[src/rtl/mem_pkg.sv]
// Shared encodings for the byte-lane data memory.
package mem_pkg;

  // Access size field carried on the size port.
  typedef enum logic [1:0] {
    SZ_BYTE = 2'b00,
    SZ_HALF = 2'b01,
    SZ_WORD = 2'b10,
    SZ_ILL  = 2'b11
  } size_t;

  // Handshake FSM states.
  typedef enum logic {
    ST_IDLE = 1'b0,
    ST_RESP = 1'b1
  } state_t;

endpackage

[src/rtl/mem_lane_align.sv]
// Combinational lane steering: byte enables and replicated store data for
// writes, lane extraction plus sign/zero extension for loads.
// misalign also covers the illegal size encoding, so it means "fault".
module mem_lane_align
  import mem_pkg::*;
(
  input  logic [1:0]  size,
  input  logic [1:0]  ofs,
  input  logic        zext,
  input  logic [31:0] idata,
  input  logic [31:0] rword,
  output logic [3:0]  be,
  output logic [31:0] wword,
  output logic [31:0] ldata,
  output logic        misalign
);

  logic [7:0]  b;
  logic [15:0] h;

  // Decode size/offset into enables, store word and extended load value.
  always_comb begin
    be       = '0;
    wword    = '0;
    ldata    = '0;
    misalign = 1'b0;
    b        = rword[{ofs, 3'b000} +: 8];
    h        = ofs[1] ? rword[31:16] : rword[15:0];
    case (size_t'(size))
      SZ_BYTE: begin
        be    = 4'b0001 << ofs;
        wword = {4{idata[7:0]}};
        ldata = {{24{~zext & b[7]}}, b};
      end
      SZ_HALF: begin
        misalign = ofs[0];
        wword    = {2{idata[15:0]}};
        if (!ofs[0]) begin
          be    = ofs[1] ? 4'b1100 : 4'b0011;
          ldata = {{16{~zext & h[15]}}, h};
        end
      end
      SZ_WORD: begin
        misalign = |ofs;
        wword    = idata;
        if (ofs == 2'b00) begin
          be    = '1;
          ldata = rword;
        end
      end
      default: misalign = 1'b1;
    endcase
  end

endmodule

[src/rtl/data_memory_bytelane.sv]
// Word-organised data memory with byte lanes and a req/ready, valid/ack
// handshake; the response is registered one cycle after acceptance.
module data_memory_bytelane
  import mem_pkg::*;
#(
  parameter int DEPTH_LOG2     = 3,
  parameter bit CLEAR_ON_RESET = 1'b1
) (
  input  logic        clock,
  input  logic        reset,
  input  logic        req,
  output logic        ready,
  input  logic        write,
  input  logic [1:0]  size,
  input  logic        zext,
  input  logic [31:0] addr,
  input  logic [31:0] idata,
  output logic        valid,
  input  logic        ack,
  output logic [31:0] odata,
  output logic        fault
);

  localparam int unsigned DEPTH = 1 << DEPTH_LOG2;

  state_t                  state_q, state_d;
  logic [31:0]             mem [DEPTH];
  logic [DEPTH_LOG2-1:0]   idx;
  logic [31:0]             rword;
  logic [3:0]              be;
  logic [3:0]              we;
  logic [31:0]             wword;
  logic [31:0]             ldata;
  logic                    misalign;
  logic                    accept;
  logic [31:0]             odata_q;
  logic                    fault_q;

  assign idx    = addr[DEPTH_LOG2+1:2];
  assign rword  = mem[idx];
  assign accept = req && (state_q == ST_IDLE);
  assign we     = (accept && write && !misalign) ? be : '0;

  mem_lane_align u_align (
    .size     (size),
    .ofs      (addr[1:0]),
    .zext     (zext),
    .idata    (idata),
    .rword    (rword),
    .be       (be),
    .wword    (wword),
    .ldata    (ldata),
    .misalign (misalign)
  );

  // State register.
  always_ff @(posedge clock or posedge reset) begin
    if (reset) state_q <= ST_IDLE;
    else       state_q <= state_d;
  end

  // Next state and handshake outputs.
  always_comb begin
    state_d = state_q;
    ready   = 1'b0;
    valid   = 1'b0;
    case (state_q)
      ST_IDLE: begin
        ready = 1'b1;
        if (req) state_d = ST_RESP;
      end
      ST_RESP: begin
        valid = 1'b1;
        if (ack) state_d = ST_IDLE;
      end
      default: state_d = ST_IDLE;
    endcase
  end

  // Response registers, loaded only on acceptance and held through RESP.
  always_ff @(posedge clock or posedge reset) begin
    if (reset) begin
      odata_q <= '0;
      fault_q <= 1'b0;
    end else if (accept) begin
      fault_q <= misalign;
      odata_q <= (write || misalign) ? '0 : ldata;
    end
  end

  assign odata = odata_q;
  assign fault = fault_q;

  generate
    if (CLEAR_ON_RESET) begin : g_clear
      // Storage with per-lane write enables, cleared by reset.
      always_ff @(posedge clock or posedge reset) begin
        if (reset) begin
          for (int unsigned i = 0; i < DEPTH; i++) mem[i] <= '0;
        end else begin
          for (int unsigned l = 0; l < 4; l++)
            if (we[l]) mem[idx][8*l +: 8] <= wword[8*l +: 8];
        end
      end
    end else begin : g_keep
      // Storage with per-lane write enables; contents survive reset but a
      // store coinciding with reset is still dropped.
      always_ff @(posedge clock) begin
        if (!reset) begin
          for (int unsigned l = 0; l < 4; l++)
            if (we[l]) mem[idx][8*l +: 8] <= wword[8*l +: 8];
        end
      end
    end
  endgenerate

endmodule

[config.mk]
export PLATFORM = sky130hd
export DESIGN_NAME = data_memory_bytelane
export DESIGN_NICKNAME = d
export VERILOG_FILES = /design/src/rtl/mem_pkg.sv /design/src/rtl/mem_lane_align.sv /design/src/rtl/data_memory_bytelane.sv
export SDC_FILE = /design/constraint.sdc
export NUM_CORES = 1
export LEC_CHECK = 0
export BUFFER_PORTS_ARGS = -buffer_cell sky130_fd_sc_hd__buf_2
export CAP_MARGIN = 5
export CORE_ASPECT_RATIO = 1.25
export CORE_MARGIN = 4
export CORE_UTILIZATION = 60
export DETAILED_ROUTE_END_ITERATION = 7
export GPL_TIMING_DRIVEN = 0
export MAX_ROUTING_LAYER = met4
export PLACE_DENSITY = 0.88
export SYNTH_ARGS = -nofsm -noshare
export SYNTH_HDL_FRONTEND = slang
export SYNTH_SLANG_ARGS = --single-unit
[constraint.sdc]
create_clock -name clock -period 12.1 [get_ports clock]
set_input_delay 1.21 -clock clock [delete_from_list [all_inputs] [get_ports clock]]
set_output_delay 1.21 -clock clock [all_outputs]
set_load 0.02 [all_outputs]
* Word-level counts from Yosys, hierarchy flattened
Cells that the tools add are included.
** Cells by class
- Bitwise logic cells :: 5
- Equal/unequal tests :: 2
- Multiplexer cells :: 36
- Shift-type cells :: 2
- Reductions and logical operators :: 9
- Magnitude comparators :: 2
** Operators with widths (number)
- bitwise mux 256 bit :: 4
- two-way mux 256 bit :: 4
- demux 32 bit (select 3 bit) :: 4
- two-way mux 32 bit :: 6
- one-hot mux 32 bit (3 select lines) :: 2
- binary-select mux 32 bit (select 3 bit) :: 1
- two-way mux 16 bit :: 2
- indexed part select 32 x 6 -> 8 bit :: 1
- two-way mux 24 bit :: 1
- two-way mux 4 bit :: 4
- one-hot mux 4 bit (3 select lines) :: 1
- two-way mux 8 bit :: 1
- greater-or-equal comparator 4 bit, second input constant :: 1
- logical AND 1 bit :: 4
- zero test 2 bit :: 2
- less-than comparator 4 x 1 -> 1 bit, second input constant :: 1
- two-way mux 1 bit :: 4
- NOT 3 -> 4 bit :: 1
- << shifter 1 x 2 -> 4 bit, first input constant :: 1
- one-hot mux 1 bit (3 select lines) :: 1
- bitwise AND 1 bit :: 2
- == test 2 x 1 -> 1 bit, second input constant :: 1
- == test 2 bit, second input constant :: 1
- NOT 1 bit :: 2
- other kinds (4) :: 4
** Word-level totals
- Output and inout bits :: 35
- Word-level logic and storage cells :: 67
- Bits of input ports :: 72
- Register bits after elaboration :: 290

* Depth between registers and ports, before layout
Gate-level depths: netlist of run 1.
- Depth after elaboration :: 13
- Depth in mapped cells :: 11
- Mapped depth without buffers :: 6

* By module
From an unflattened synthesis of run 1, not the netlist that was laid out.
** Second synthesis, totals
- Cell total of the unflattened synthesis :: 961
- Area, all modules :: 14320.0 um^2
** By module, submodules not included
- data_memory_bytelane :: cells each 764, seq. area each 7257.0 um^2, area an instance 13043.8 um^2, instances 1
- mem_lane_align :: cells each 197, seq. area each 0.0 um^2, area an instance 1276.2 um^2, instances 1

* Worst setup path before layout of run 1
No wires, ideal clock.
- Path type :: in2reg
- Start :: input port addr[3]
- End :: register odata_q[31], in the netlist odata[31]
- Cell stages on the path :: 8
- Path buffers :: 2
- Arrival :: 2.843 ns
- Path slack :: 9.124 ns
- Setup time :: 0.133 ns
- Required time :: 11.967 ns
- Cells stage by stage :: buf_4 > mux4_2 > mux2_2 > nor3b_2 > nor3_1 > a21oi_4 > buf_6 > o211ai_1
** Between the ends
- Longest elaborated chain between the ends :: 9
- Elaborated cells on any way between the ends :: 12
- Classes of those cells :: shift: 1; mux: 8; bitwise: 3
** RTL lines
- start: declaration :: line data_memory_bytelane.sv:16 : input logic [31:0] addr,
- NOT 3 -> 4 bit (not written as such) * :: line data_memory_bytelane.sv:40 : assign rword = mem[idx];
- binary-select mux 32 bit (select 3 bit) * :: line data_memory_bytelane.sv:40
- two-way mux 32 bit (not written as such) * (2 in series) :: line data_memory_bytelane.sv:40
- parallel branches: the longest is 3 deep, another holds indexed part select 32 x 6 -> 8 bit
- one-hot mux 32 bit (3 select lines) * :: line mem_lane_align.sv:29 : case (size_t'(size))
- two-way mux 32 bit * :: line data_memory_bytelane.sv:87 : odata_q <= (write || misalign) ? '0 : ldata;
- end signal: assignment :: line data_memory_bytelane.sv:87
- end: declaration :: line data_memory_bytelane.sv:36 : logic [31:0] odata_q;
Mark *: on every way between the ends. The select of a mux whose other input is x is not followed.
A chain may end at the register's enable or synchronous reset.

* Worst setup path after layout of run 1
- Start :: input port addr[4]
- End :: register odata_q[3], in the netlist odata[3]
** Between the ends
- Longest elaborated chain between the ends :: 8
- Elaborated cells on any way between the ends :: 10
- Classes of those cells :: shift: 1; mux: 8; bitwise: 1
** RTL lines (line)
- NOT 3 -> 4 bit (not written as such) * :: data_memory_bytelane.sv:40
- binary-select mux 32 bit (select 3 bit) * :: data_memory_bytelane.sv:40
- two-way mux 32 bit (not written as such) * (2 in series) :: data_memory_bytelane.sv:40
- parallel branches: the longest is 2 deep, another holds indexed part select 32 x 6 -> 8 bit
- one-hot mux 32 bit (3 select lines) * :: mem_lane_align.sv:29
- two-way mux 32 bit * :: data_memory_bytelane.sv:87
Marks and branches as above.

==> results of run 1 <==
[area by class of cell]
class / count / share of cell area (%)
Inverter: 6 / 0.202
Multi-Input combinational cell: 948 / 37.1
Sequential cell: 290 / 48.9
Timing Repair Buffer: 77 / 2.90
Buffer: 80 / 2.61
Antenna cell: 1 / 0.0169
Clock buffer: 42 / 5.47
Clock inverter: 3 / 0.438
Tap cell: 279 / 2.35
[through the flow]
step	power (W)	setup WS, ns
6_report	0.00220	8.27
5_1_grt	0.00227	8.22
4_1_cts	0.00219	8.49
3_5_place_dp	0.00135	7.96
3_3_place_gp	0.00133	0.279
2_1_floorplan	0.00125	2.88
[how the worst min path moves through the flow]
stage	start	to	slack, ns	depth (start not counted)
after floorplan	mem[30]	mem[30]	0.44	2
after global placement	mem[21]	mem[21]	0.46	2
after detailed placement	mem[30]	mem[30]	0.46	2
after CTS	mem[21]	mem[21]	0.48	2
after global routing	mem[71]	mem[71]	0.50	2
final	mem[67]	mem[67]	0.48	2
[Yosys cell counts, types with 2 or more instances]
library cell / instances / area [sq um]
o22ai_1: 10 / 62.6
nor2b_1: 18 / 113
nor3_2: 2 / 20.0
mux2_2: 19 / 214
o21ai_0: 253 / 1270
o211ai_1: 12 / 90.1
o21bai_1: 2 / 15.0
o221ai_1: 3 / 26.3
buf_1: 4 / 15.0
mux4_2: 30 / 676
nand3_1: 20 / 100
o2bb2ai_1: 5 / 43.8
mux2i_1: 39 / 390
nor4_1: 3 / 18.8
a22oi_1: 21 / 158
or2_2: 2 / 12.5
and2_1: 5 / 31.3
nor3_1: 4 / 20.0
and3_1: 2 / 12.5
dfrtp_1: 290 / 7260
o21a_1: 2 / 15.0
nor2_1: 48 / 180
o22a_1: 2 / 17.5
clkbuf_1: 49 / 184
buf_6: 5 / 56.3
a221oi_1: 13 / 114
buf_2: 13 / 65.1
nand2_1: 332 / 1250
a21oi_1: 64 / 320
nand2b_1: 8 / 50.1
buf_4: 9 / 67.6
a221o_1: 10 / 100
o211ai_2: 2 / 25.0
inv_1: 6 / 22.5
[cell usage in the layout, fill, tap and decap left out, drive strengths merged, types with 3 or more instances in the layout]
cell type	n
nor2b	18
o211ai	14
a22oi	21
o2bb2ai	5
a221o	10
nand3	20
nor4	3
nor3	6
o221ai	3
o22ai	10
o21ai	253
and2	6
nand2b	8
inv	6
dfrtp	290
mux4	30
a221oi	14
buf	108
a21oi	65
mux2i	39
nand2	332
mux2	19
nor2	48
clkbuf	91
[cells by family after synthesis]
| family | count (synthesis) |
|---|---|
| flops | 290 |
| buf+inv | 86 |
| simple gates | 449 |
| xor+xnor | 1 |
| mux | 88 |
| compound gates | 410 |
[per-layer routing]
metal	track usage [%]	share of wire (%)
met5	-	0
met3	8.72	11
met1	45.1	36
met2	54.6	46
met4	20.8	7.3
[registers in the layout, summed over array words and instances (netlist names)]
register and cells:
odata 32, mem 256, state_q 1, fault 1
[power groups by stage]
stage	Clock (W)	Combinational [W]	Sequential (W)
global route	0.000895	0.000284	0.00109
CTS	0.000852	0.000256	0.00108
finish	0.000856	0.000263	0.00108
detailed placement	0	0.000254	0.00110
global placement	0	0.000242	0.00109
floorplan	0	0.000162	0.00109
[critical path, stage by stage]
cell	delay, ns
buf_2	0.11
buf_2	0.19
buf_2	0.35
buf_1	0.66
clkbuf_1	0.66
a221oi_1	0.19
o21ai_0	0.58
o21ai_0	0.23
nand2_1	0.11
==> results_dict.tcl, run 1 <==
set metrics [dict create \
    htree_levels 1 \
    dp_cells 1680 \
    power_frac_comb_pct 12.0 \
    wirelength_um 42900 \
    worstReg2RegEnd "mem[144]" \
    drive_gt1_share_pct 14.0 \
    crit_start "addr[4]" \
    p_sw_share_pct 26.0 \
    synthXorXnorAreaFrac_pct 0.0665 \
    clkPwrFrac_pct 38.9 \
    muxShareOfSynthArea_pct 9.72 \
    finalHoldViolations 0 \
    multiInputGateArea_sq_mm 0.00551 \
    cts_setup_buffers 0 \
    dp_hpwl_um 30200 \
    synth_seq_cells 290 \
    worstSkewPairLatency_ns 0.54 \
    cp-start-kind "input port" \
    switchingPower_w 0.000573 \
    cp_max_fo 11 \
    clk_path_buf_depth 3 \
    ff2ff_path_depth 7 \
    grt_overflow 0 \
    grt.total_usage_pct 36.3 \
    drt-pass1-iter-count 6 \
    fin_skew_ns 0.0150 \
    postLayoutCoreUtil_pct 68.9 \
    clock-root-buffer "clkbuf_16" \
    synth_area_sq_mm 0.0132 \
    routedWlPerCell_um 24.9 \
    yosysUniqueCellTypes 51 \
    grt_pass1_wl_um 66600 \
    grt_pass1_vias 11600 \
    power.share.sequential_pct 49.1 \
    cts.sinks 290 \
    io_pins 107 \
    grt_antenna_before_repair 1 \
    gp_congestion 1.00 \
    rows 60 \
    syn-instance-count 1324 \
    ys_seq_area_share_pct 55.1 \
    critPathCaptureType "flop" \
    numCtsBuffers 27 \
    vias_per_cell 6.73 \
    stdcell_area_sq_mm 0.0148 \
    postCtsResizedCells 0 \
    syn_avg_cell_area_sq_um 9.95 \
    slew_violations 0 \
    core_area_sq_mm 0.0215 \
    die_area_sq_mm 0.0244 \
    whs_ns 0.477 \
    postPlaceCellArea_sq_mm 0.0140 \
    grt_max_degree 130 \
    slew_headroom_pct 28.6 \
    synth-main-ff-cell "dfrtp_1" \
    area_delta_synth_final_pct 12.6 \
    period_minus_slack_ns 3.83 \
    synth_compound_area_share_pct 18.0 \
    ff2ff_setup_slack_ns 9.43 \
    cts_tree "done" \
    holdBufCountCts 0 \
    p_int_w 0.00163 \
    leakage_nw 6.77 \
    die_y_um 174 \
    nFillCells 1580 \
    cp-endpoint "odata[3]" \
    ant_nets 0 \
    synth-edff-count 0 \
    tightest_slew_ns 1.07 \
    synth_top_family_by_area "compound AO/OA/AOI/OAI gates" \
    p_per_area_mw_per_mm2 148 \
    start_util_pct 61.1 \
    synth_nets 1396 \
    drt_first_iter_violations 1724 \
    worstPathArrival_ns 4.30 \
    setup_viol 0 \
    finalCritPeriodShare_pct 31.6 \
    rr_startpoint "state_q" \
    die_w_um 141 \
    fmax_ghz 0.261 \
    status "completed" \
    hp-class "reg -> reg" \
    drv_cap 0 \
    async_flop_share_pct 100 \
    finalNonFillerCells 1726 \
    peakVddDrop_mv 0.108 \
    clkTransAtPathRegs_ns 0.06 \
    layout.nets 1502 \
    worstPathRequired_ns 12.58 \
    portBuffers 75 \
    yosysWarnings 0 \
    yosys.area_share.simple_pct 14.0 \
    finalSetupTns_ns 0 \
    rsz0062_at_grt "no" \
    drc_errors 0 \
    seq_area_sq_mm 0.00726 \
    timing_worst_setup_path_type "in -> reg" \
    yosys.area_share.adder_pct 0 \
    via_count 11600 \
]
(Power assumes the default switching activity.)
==> run 2, diff against run 1 <==
Clock period 12.1 ns to 3.89 ns, I/O delays scaled along.
==> run 2 against run 1 <==
Compared with the run above: the run now ends with negative hold slack left; clock skew increased by 0.0057 ns; routed wire length up 1.6%; combinational power grew to 3.2 times the previous value; clock power rose to 3.2 times the previous value; sequential power rose to 3.1 times the previous value; highest routed layer unchanged; sequential cell count unchanged; sequential share of layout area shrank 0.35 points; critical endpoint unchanged; first-iteration DRC count grew 11%; hold slack worse by 0.49 ns.
==> results_dict.tcl, run 2 (synthesized netlist as in run 1, its figures left out) <==
set metrics [dict create \
    routedWlPerCell_um 25.2 \
    grt_pass1_vias 12000 \
    p_int_w 0.00512 \
    finalNonFillerCells 1732 \
    holdBufCountCts 0 \
    grt_overflow 0 \
    drive_gt1_share_pct 14.6 \
    layout.nets 1507 \
    drc_errors 0 \
    vias_per_cell 6.82 \
    ff2ff_setup_slack_ns 1.15 \
    die_y_um 174 \
    core_area_sq_mm 0.0215 \
    fin_skew_ns 0.0207 \
    p_sw_share_pct 26.2 \
    power.share.sequential_pct 48.5 \
    area_delta_synth_final_pct 13.5 \
    rows 60 \
    worstSkewPairLatency_ns 0.54 \
    fmax_ghz 0.322 \
    largest_reg_flops 256 \
    slew_violations 0 \
    start_util_pct 61.1 \
    stdcell_area_sq_mm 0.0149 \
    dp_hpwl_um 30900 \
    cp_max_fo 10 \
    cts.sinks 290 \
    status "complete, but fails checks" \
    clk_path_buf_depth 3 \
    peakVddDrop_mv 0.357 \
    die_area_sq_mm 0.0244 \
    switchingPower_w 0.00181 \
    rsz0062_at_grt "no" \
    period_minus_slack_ns 3.11 \
    critPathCaptureType "flop" \
    diodes 0 \
    ant_nets 0 \
    htree_levels 1 \
    io_pins 107 \
    grt_pass1_wl_um 68300 \
    hp-class "in -> async" \
    cp-start-kind "input port" \
    drt_first_iter_violations 1908 \
    dp_cells 1685 \
    finalCritPeriodShare_pct 79.9 \
    setup_viol 0 \
    numCtsBuffers 27 \
    clock-root-buffer "clkbuf_16" \
    power_frac_comb_pct 12.0 \
    drv_cap 0 \
    dp_slack_ns 0.550 \
    drt-pass1-iter-count 8 \
    top_register "mem" \
    postCtsResizedCells 0 \
    wirelength_um 43600 \
    finalHoldViolations 16 \
    path_cells "buf_2 > buf_2 > buf_2 > buf_1 > clkbuf_1 > a221oi_1 > o21ai_0 > o21ai_0 > nand2_1" \
    final_common_cell "nand2_1" \
    leakage_nw 6.82 \
    grt_antenna_before_repair 0 \
    timing_worst_setup_path_type "in -> reg" \
    postPlaceCellArea_sq_mm 0.0140 \
    via_count 11800 \
    tightest_slew_ns 1.03 \
    whs_ns -0.00883 \
    worstPathRequired_ns 4.35 \
    cp_common_cell "buf_2" \
    final_cell_mix "332 x nand2_1, 290 x dfrtp_1, 253 x o21ai_0" \
    slowest_delay_ns 0.66 \
    grt.total_usage_pct 37.1 \
    p_per_area_mw_per_mm2 464 \
    slew_headroom_pct 31.2 \
    cts_setup_buffers 0 \
    die_w_um 141 \
    grt_max_degree 46 \
    clkPwrFrac_pct 39.5 \
    portBuffers 75 \
    worstPathArrival_ns 3.57 \
    fin_ws_ns 0.780 \
    clkTransAtPathRegs_ns 0.06 \
    gp_congestion 0.999 \
    critical_path.slowest_cell "clkbuf_1" \
    violations "negative hold slack" \
    cts_tree "done" \
]
-- run 2: changes by cell type in the layout (fill, tap and decap cells not counted), sizes merged --
cell / delta
clkbuf: -3
bufinv: +1
diode: -1
buf: +5
inv: -1
clkinvlp: +1
clkinv: +4
-- run 2: through the flow --
step                      setup TNS [ns]  util, %  power, W
after floorplan                  -100.39        -   0.00390
after global placement           -516.63     64.5   0.00415
after detailed placement               0     65.2   0.00421
after CTS                              0     69.4   0.00687
after global routing                   0     69.4   0.00714
final                                  0     69.4   0.00693
-- run 2: worst paths after layout --
path | cells after the start | start | to
worst max-delay path | 9 | addr[4] | odata[3]
worst min-delay path | 2 | reset | mem[125]
worst max register to register | 7 | state_q | mem[158]
worst min register to register | 2 | mem[21] | mem[21]
max in group asynchronous | 5 | reset | mem[85]
min in group clock | 2 | ack | state_q
-- run 2: cell type report --
class                           count  area [sq um]
Buffer                             80           388
Clock buffer                       39           791
Clock inverter                      8           115
Fill cell                        1526          6600
Inverter                            6          26.3
Multi-Input combinational cell    948          5510
Sequential cell                   290          7260
Tap cell                          279           349
Timing Repair Buffer               82           515
-- run 2: critical path: cells and delay by family --
family,cells,cell delay (ns)
AOI/OAI and AO/OA,3,1.05
buffers and inverters,5,2.00
and+or+nand+nor,1,0.11
-- run 2: layer usage --
layer	share of wire, %	global-route usage [%]	wire length (um)
met3	12	8.25	5110
met4	7.1	20.2	3090
met1	35	46.2	15300
met2	46	56.6	20100
met5	0	-	0
-- run 2: power groups by stage --
stage,combinational [W],clock [W],sequential (W)
floorplan,0.000503,0,0.00339
global placement,0.000754,0,0.00339
detailed placement,0.000802,0,0.00340
CTS,0.000811,0.00271,0.00335
global route,0.000902,0.00286,0.00338
finish,0.000833,0.00274,0.00336
==> run 3, diff against run 2 <==
Clock period 3.89 ns to 3.2 ns, I/O delays scaled along.
==> run 3 against run 2 <==
Compared with the run above: die area did not move; count of clock-buffer cells in the layout did not move; the flow now finishes without violations; utilization rose by 0.093 points; global-route usage barely moved; non-clock buffer count rose by 2; final cell count rose by 0.12%; total power rose by 22%; hold slack improved by 0.17 ns; sequential share of layout area fell by 0.065 points.
==> results_dict.tcl, run 3 (synthesized netlist as in run 1, its figures left out) <==
set metrics [dict create \
    status "completed" \
    area_delta_synth_final_pct 13.6 \
    power_w 0.00843 \
    tightest_slew_ns 1.05 \
    hp-class "in -> reg" \
    p_per_area_mw_per_mm2 563 \
    clock-root-buffer "clkbuf_16" \
    critPathCaptureType "flop" \
    fmax_ghz 0.327 \
    clkTransAtPathRegs_ns 0.06 \
    routedWlPerCell_um 25.3 \
    drc_errors 0 \
    cts_tree "done" \
    grt_antenna_before_repair 0 \
    whs_ns 0.161 \
    nFillCells 1523 \
    numCtsBuffers 27 \
    grt_pass1_wl_um 68400 \
    finalCritPeriodShare_pct 95.5 \
    worstPathArrival_ns 3.52 \
    core_area_sq_mm 0.0215 \
    timing_worst_setup_path_type "in -> reg" \
    grt.total_usage_pct 37.1 \
    clk_path_buf_depth 3 \
    dp_cells 1685 \
    portBuffers 75 \
    dp_slack_ns -0.0715 \
    finalNonFillerCells 1734 \
    worstSkewPairLatency_ns 0.54 \
    grt_pass1_vias 12000 \
    wirelength_um 43800 \
    leakage_nw 6.83 \
    drv_cap 0 \
    path_cells "buf_2 > buf_2 > buf_2 > buf_1 > clkbuf_1 > a221oi_1 > o21ai_0 > o21ai_0 > nand2_1" \
    cts_setup_buffers 0 \
    rsz0062_at_grt "no" \
    peakVddDrop_mv 0.434 \
    cts.sinks 290 \
    start_util_pct 61.1 \
    rows 60 \
    htree_levels 1 \
    slew_violations 0 \
    die_y_um 174 \
    drt-pass1-iter-count 6 \
    slew_headroom_pct 30.0 \
    fin_skew_ns 0.0167 \
    grt_max_degree 46 \
    critical_path.slowest_cell "buf_1" \
    fin_ws_ns 0.143 \
    setup_viol 0 \
    drive_gt1_share_pct 14.6 \
    diodes 0 \
    cp-start-kind "input port" \
    slowest_delay_ns 0.68 \
    stdcell_area_sq_mm 0.0150 \
    grt_overflow 0 \
    die_area_sq_mm 0.0244 \
    cp_common_cell "buf_2" \
    dp_hpwl_um 30900 \
    ant_nets 0 \
    io_pins 107 \
    top_register "mem" \
    worstPathRequired_ns 3.66 \
    via_count 11900 \
    layout.nets 1509 \
    gp_congestion 0.999 \
    finalHoldViolations 0 \
    cp_max_fo 10 \
    period_minus_slack_ns 3.06 \
    largest_reg_flops 256 \
    die_w_um 141 \
    drt_first_iter_violations 1820 \
    final_common_cell "nand2_1" \
    postPlaceCellArea_sq_mm 0.0140 \
    vias_per_cell 6.88 \
    final_cell_mix "332 x nand2_1, 290 x dfrtp_1, 253 x o21ai_0" \
]
[run 3: final cells by class]
cell class | instances | area [sq um] | area share [%]
clock buffer | 39 | 791 | 5.28
sequential | 290 | 7260 | 48.5
clock inverter | 8 | 115 | 0.769
inverter | 6 | 26.3 | 0.176
multi-input combinational | 948 | 5510 | 36.8
buffer | 80 | 388 | 2.59
tap | 279 | 349 | 2.33
timing repair buffer | 84 | 536 | 3.58
[run 3: worst paths after layout]
kind                          start  endpoint  slack (ns)  depth (start not counted)
setup / recovery            addr[4]  odata[3]        0.14                          9
hold / removal                  req     fault        0.16                          4
setup reg to reg            state_q  mem[158]        0.48                          7
hold reg to reg            mem[201]  mem[201]        0.48                          2
max in group asynchronous     reset   mem[54]        1.55                          6
min in group asynchronous     reset  mem[125]        0.47                          3
[run 3: repair_timing]
item	CTS	global route
resized for setup	0	0
setup endpoints to repair	0	0
endpoints found under the hold margin	34	0
hold buffers	2	0
[run 3: stage by stage]
stage | TNS, ns | util, %
finish | 0 | 69.5
detailed placement | -0.100 | 65.2
global route | 0 | 69.5
global placement | -696.81 | 64.5
floorplan | -280.48 | -
CTS | 0 | 69.5
[run 3: power by group]
part	internal, W	total [W]	switching, W	leakage, nW
Sequential	0.00393	0.00408	0.000152	3.98
Combinational	0.000343	0.00102	0.000674	2.39
Clock	0.00194	0.00333	0.00138	0.451
Total	0.00622	0.00843	0.00221	6.83
[run 3: critical path: cells and delay by family]
family / cells / cell delay, ns
buffers and inverters: 5 / 2.01
AO/OA/AOI/OAI: 3 / 1.06
AND/OR/NAND/NOR: 1 / 0.12
[run 3: routing by layer]
metal  vias up  routed length (um)  part of all wire (%)  global-route usage, %
met2      1019               20200                    46                   56.7
met5         -                   0                     0                      -
met4         0                3140                   7.2                   20.2
met1      5708               15300                    35                   46.2
met3       299                5190                    12                   8.33
li1       4903                   -                     -                      -
